$ cat src/rtl/booth_r4_multiplier.sv
// Sequential radix-4 modified Booth multiplier, signed or unsigned per operation.
// Retires two multiplier bits per EXEC cycle; op_start/op_clear/op_done handshake.
module booth_r4_multiplier #(
  parameter int WIDTH = 64
) (
  input  logic               clk,
  input  logic               reset,
  input  logic [WIDTH-1:0]   multiplier,
  input  logic [WIDTH-1:0]   multiplicand,
  input  logic               op_signed,
  input  logic               op_start,
  input  logic               op_clear,
  output logic               op_busy,
  output logic               op_done,
  output logic [2*WIDTH-1:0] result
);

  localparam int ITER = WIDTH / 2 + 1;
  localparam int CW   = $clog2(ITER) + 1;
  localparam int AW   = 2 * WIDTH + 2;
  localparam logic [CW-1:0] LAST = CW'(ITER - 1);

  if (WIDTH < 4 || WIDTH % 2 != 0) begin : g_bad_width
    $error("booth_r4_multiplier: WIDTH must be even and >= 4");
  end

  typedef enum logic [1:0] {
    IDLE    = 2'b00,
    EXEC    = 2'b01,
    DONE    = 2'b10,
    ILLEGAL = 2'b11
  } state_t;

  state_t             state_q;
  logic [CW-1:0]      count_q;
  logic [WIDTH+2:0]   mlr_q;
  logic [AW-1:0]      mcd_q;
  logic [AW-1:0]      acc_q;
  logic [AW-1:0]      acc_d;
  logic [AW-1:0]      pp;
  logic [2*WIDTH-1:0] result_q;
  logic               busy_q;
  logic               done_q;
  logic               ext_m;
  logic               ext_c;
  logic               clr;

  assign ext_m = op_signed & multiplier[WIDTH-1];
  assign ext_c = op_signed & multiplicand[WIDTH-1];
  assign clr   = reset | op_clear | (state_q == ILLEGAL);

  // mlr_q[2:0] is the current Booth triple; both operand registers shift
  // by two each cycle so the digit weight is carried by mcd_q itself.
  always_comb begin
    pp = '0;
    unique case (mlr_q[2:0])
      3'b001, 3'b010: pp = mcd_q;
      3'b011:         pp = mcd_q << 1;
      3'b100:         pp = -(mcd_q << 1);
      3'b101, 3'b110: pp = -mcd_q;
      default:        pp = '0;
    endcase
    acc_d = acc_q + pp;
  end

  always_ff @(posedge clk) begin
    if (clr) begin
      state_q  <= IDLE;
      count_q  <= '0;
      mlr_q    <= '0;
      mcd_q    <= '0;
      acc_q    <= '0;
      result_q <= '0;
      busy_q   <= 1'b0;
      done_q   <= 1'b0;
    end else begin
      case (state_q)
        IDLE: begin
          if (op_start) begin
            mlr_q   <= {{2{ext_m}}, multiplier, 1'b0};
            mcd_q   <= {{(WIDTH + 2){ext_c}}, multiplicand};
            acc_q   <= '0;
            count_q <= '0;
            state_q <= EXEC;
            busy_q  <= 1'b1;
          end
        end
        EXEC: begin
          acc_q <= acc_d;
          mlr_q <= mlr_q >> 2;
          mcd_q <= mcd_q << 2;
          if (count_q == LAST) begin
            count_q  <= '0;
            result_q <= acc_d[2*WIDTH-1:0];
            state_q  <= DONE;
            busy_q   <= 1'b0;
            done_q   <= 1'b1;
          end else begin
            count_q <= count_q + CW'(1);
          end
        end
        default: ;
      endcase
    end
  end

  assign op_busy = busy_q;
  assign op_done = done_q;
  assign result  = result_q;

endmodule
$ cat config.mk
export PLATFORM = sky130hd
export DESIGN_NAME = booth_r4_multiplier
export DESIGN_NICKNAME = d
export VERILOG_FILES = /design/src/rtl/booth_r4_multiplier.sv
export SDC_FILE = /design/constraint.sdc
export NUM_CORES = 2
export LEC_CHECK = 0
export ABC_AREA = 1
export CAP_MARGIN = 15
export CORE_UTILIZATION = 55
export DETAILED_ROUTE_END_ITERATION = 12
export PLACE_DENSITY = 0.76
export SYNTH_ARGS = -nofsm -noshare
export SYNTH_HDL_FRONTEND = slang
export SYNTH_SLANG_ARGS = --single-unit
$ cat constraint.sdc
create_clock -name clk -period 6.4 [get_ports clk]
set_input_delay 0.96 -clock clk [delete_from_list [all_inputs] [get_ports clk]]
set_output_delay 0.96 -clock clk [all_outputs]
set_load 0.01 [all_outputs]
Yosys cells after proc, flatten, opt, wreduce, memory -nomap -nowiden

Index checks and enable logic that the tools add are counted.

Flip-flop bits (word level): 466
Bits of input ports: 133
Logic and storage cells: 50

Equality and inequality tests: 11
Add/subtract/negate cells: 4
Mux-type cells: 16
Bitwise logic cells: 4
Reduce and logical (&&, ||, !) cells: 7

Operator list:

| cell                  | number |
|---|---|
| $pmux W130 S2         | 2 |
| $pmux W130 S4         | 1 |
| $mux W130             | 2 |
| $neg A130 Y130        | 2 |
| $pmux W67 S2          | 1 |
| $add A130 B130 Y130   | 1 |
| $mux W67              | 1 |
| $mux W7               | 2 |
| $pmux W7 S2           | 1 |
| $eq A3 B3 Y1 const B  | 3 |
| $add A7 B1 Y7 const B | 1 |
| $eq A7 B6 Y1 const B  | 1 |
| $eq A3 B2 Y1 const B  | 2 |
| $mux W2               | 2 |
| $ne A2 B2 Y1 const B  | 2 |
| $pmux W2 S2           | 1 |
| $reduce_and A2 Y1     | 2 |
| $reduce_or A2 Y1      | 2 |
| $eq A3 B1 Y1 const B  | 1 |
| $reduce_and A3 Y1     | 1 |
| $and A1 B1 Y1         | 2 |
| $eq A2 B1 Y1 const B  | 1 |
| $eq A2 B2 Y1 const B  | 1 |
| $logic_not A2 Y1      | 1 |
| other kinds (4)       | 6 |

Longest topological paths before layout

Depth in word-level cells: 5
Gate-level depth with buffers: 32
Gate-level depth less buffers: 32

Least setup slack after synthesis

No wires, ideal clock.

Path kind: register to register
Start point: register mcd_q[1]
End point: register acc_q[80]
Stages on the path, launching flop included: 26
Path slack: 2.676 ns
Setup time: 0.070 ns
Data arrival time: 3.654 ns
Path through: dfxtp_1 -> inv_1 -> ha_1 -> nand2_1 -> nor2_1 -> nand2_1 -> nor2_1 -> nand2_1 -> nor2_1 -> xor2_1 -> a221oi_1 -> o21ai_0 -> ha_1 -> nand2_1 -> nor2_1 -> inv_1 -> nor2_1 -> nand2_1 -> nor3_1 -> nand2_1 -> nand3_1 -> nand2_1 -> nand2_1 -> xor2_1 -> nand2_1 -> a21oi_1

Cells in the longest elaborated chain, start to end: 4

RTL lines:

| what                                     | RTL line | RTL |
|---|---|---|
| start, declared                          | 37       | `logic [AW-1:0] mcd_q;` |
| start signal, assigned                   | 81       | `mcd_q <= {{(WIDTH + 2){ext_c}}, multiplicand};` |
| start signal, assigned                   | 91       | `mcd_q <= mcd_q << 2;` |
| $neg A130 Y130, on equally long branches | 60, 59   |  |
| $pmux W130 S4 (*)                        | 56       | `unique case (mlr_q[2:0])` |
| $add A130 B130 Y130 (*)                  | 63       | `acc_d = acc_q + pp;` |
| $pmux W130 S2 (*)                        | 77       | `case (state_q)` |
| end signal, assigned                     | 72       | `acc_q <= '0;` |
| end signal, assigned                     | 82       | `acc_q <= '0;` |
| end signal, assigned                     | 89       | `acc_q <= acc_d;` |
| end, declared                            | 38       | `logic [AW-1:0] acc_q;` |

Mark *: on every way between the ends. The rest lies on a longest branch, timed or not.
A chain may end at the register's enable or synchronous reset.

Final worst setup path

Start point: register mcd_q[1]
End point: register acc_q[122]

Same word-level chain as after synthesis.

==> metrics.txt <==
count of different cell masters after synthesis 52; period utilisation layout a little over nine tenths; HP Class register to register; routed wire length ~160000 µm; CTS max path bufs 3; DIE WIDTH between 200 and 300 µm; RSZ-0062 raised after global routing no; Tmin final between 6000 and 7000 ps; vias in the first global route ~38000; top post-synthesis cells by area dfxtp_1 26%, nand2_1 18%, nor2_1 7.5%; routed length per instance 22.7 µm; core box area 0.0631 mm²; R2R cell count 26; worst hold path depth 2; FP Rows a little over 90; Setup Fix Bufs, Post-CTS 0; Max-slew headroom roughly 17%; grt ovf 0; total number of vias 42486; Die Area 0.0648 mm²; Sequential Area 0.00921 mm²; skew final ~23 ps; H-tree depth 2; clock sinks 460; kind of critical path register to register; worst skew pair latency approximately 650 ps; Clk pin slew, worst setup/hold paths roughly 70 ps; Syn Area/Cell between 5 and 6 µm²; area grow syn2layout 14.8%; pwr/cell area between 150 and 200 mW/mm²; Main synth FF type dfxtp_1; Post-synth EDFFs 0; Slew @ Worst Pin 1240 ps; critical path startpoint category register; Pre-antenna DRT Iters 10; asr flop ratio synth 0%; final setup violation count 0; max-slew violations 0; CTS tree done; initial core utilization 55.6%; synth cell count leaders 1648 x nand2_1, 705 x nor2_1, 702 x inv_1; Hold Vio Cnt, Final 0; static leakage power 16.7 nW; IO Pins around 260; Mapped Nets 6122; crit end category register; Via density 6.18; cells after synthesis 5858; Total GRT Usage a little under half; total power between 7 and 8 mW; Syn Std Cell Area around 0.035 mm²; Synthesis Warnings 0; post-synth top area share 26.3%; nets@finish between 6000 and 7000; VDD IR max ~0.22 mV; outcome completed; Setup TNS Final 0 ps; ANT nets after route 0; multi-input logic area about 0.022 mm²; maximum clock rate roughly 160 MHz; max-cap viol count 0; #FFs+latches synth 460; DRC Markers 0; routability congestion estimate 1.13; first-pass GRT wire length about 230000 µm; Arr. time, crit path ~6700 ps; Die H 254 µm; cts hold-fix bufs 0; largest net degree at the start of global routing roughly 240; root buf cell clkbuf_16; number of DRC markers in iteration 0 5749; Final HPWL DP between 100000 and 150000 µm; post-CTS resize count 0; share of layout cells above drive strength 1 under 10%; crit-path max FO 5; Yosys top cell by area dfxtp_1; fill count 6036; most common cell in the netlist nand2_1; CTS buffer count 53; I/O Buffers 262; register area share after synthesis 26.3%; CP required just under 7000 ps; initial antenna violation count 5
==> final timing paths <==
check	from	end	slack [ps]
max	mcd_q[1]	acc_q[122]	210
min	result[81]	result[81]	450
max reg2reg	mcd_q[1]	acc_q[122]	210
min reg2reg	result[81]	result[81]	450
==> layout make-up <==
type | count | share of cell area [%]
Multi-Input combinational cell | 4461 | 55.6
Sequential cell | 460 | 22.9
Timing Repair Buffer | 299 | 7.49
Inverter | 714 | 6.70
Clock buffer | 67 | 3.57
Tap cell | 846 | 2.63
Clock inverter | 31 | 1.10
Antenna cell | 2 | 0.0124
==> flip-flops by register name, indices dropped and copies added (netlist names) <==
| register | cells |
|---|---|
| acc_q | 128 |
| mcd_q | 128 |
| result | 128 |
| mlr_q | 66 |
| count_q | 7 |
| state_q | 2 |
| op_done | 1 |
==> logic make-up after synthesis <==
| logic type | after synthesis | synth area share [%] |
|---|---|---|
| buffers and inverters | 937 | 10.1 |
| AOI/OAI and AO/OA | 1212 | 20.1 |
| adders and majority gates | 131 | 4.70 |
| and+or+nand+nor | 2971 | 35.2 |
| xor gates and xnor gates | 147 | 3.67 |
| DFF | 460 | 26.3 |
==> placed cells by master, fill, tap and decap left out, types with 46 or more instances in the layout <==
| master | n |
|---|---|
| nand3_1 | 394 |
| clkdlybuf4s50_1 | 262 |
| nor3_1 | 46 |
| xor2_1 | 129 |
| o2111ai_1 | 52 |
| nand2_1 | 1648 |
| o21ai_0 | 383 |
| nand4_1 | 54 |
| o221ai_1 | 65 |
| clkbuf_16 | 53 |
| inv_1 | 701 |
| dfxtp_1 | 460 |
| a31oi_1 | 120 |
| nor2_1 | 697 |
| ha_1 | 130 |
| a21oi_1 | 449 |
==> critical path, stage by stage, from the launching register on <==
cell and delay, ps:
dfxtp_1 360, inv_1 110, ha_1 270, nand2_1 80, nor2_1 160, nand2_1 130, nor2_2 480, nand2_1 180
inv_1 150, nand4_1 370, or2_2 450, nand3_1 70, o2111ai_1 460, ha_1 720, nand2_1 190, nor2_1 170
inv_1 70, nor2_1 100, inv_1 80, nor2_1 200, nand2_1 110, nor3_1 550, nand2_1 200, nand2_1 110
nand2_1 70, nand3_1 80, a21oi_1 90
==> per-layer routing <==
| layer | GRT usage [%] | vias to the layer above | wire length (µm) |
|---|---|---|---|
| li1 | - | 19586 | - |
| met1 | 61.6 | 19416 | 61500 |
| met2 | 68.4 | 2965 | 63200 |
| met3 | 14.5 | 511 | 22100 |
| met4 | 24.9 | 8 | 9560 |
| met5 | 0 | - | 52 |
==> through the flow <==
step	utilization, %	instance area, µm²	setup slack, ps	std cells	hold WS (ps)
finish	63.8	40200	211	6880	449
global placement	60.8	38400	329	6780	435
global route	63.8	40200	5.04	6878	460
CTS	63.8	40200	298	6878	451
detailed placement	60.8	38400	350	6780	438
floorplan	-	35100	2680	5858	441
==> power breakdown <==
part | total, mW | internal, mW | switching, mW
combinational | 1.32 | 0.389 | 0.927
sequential | 2.98 | 2.92 | 0.0608
clock | 3.34 | 1.93 | 1.40
(Power assumes the default switching activity.)
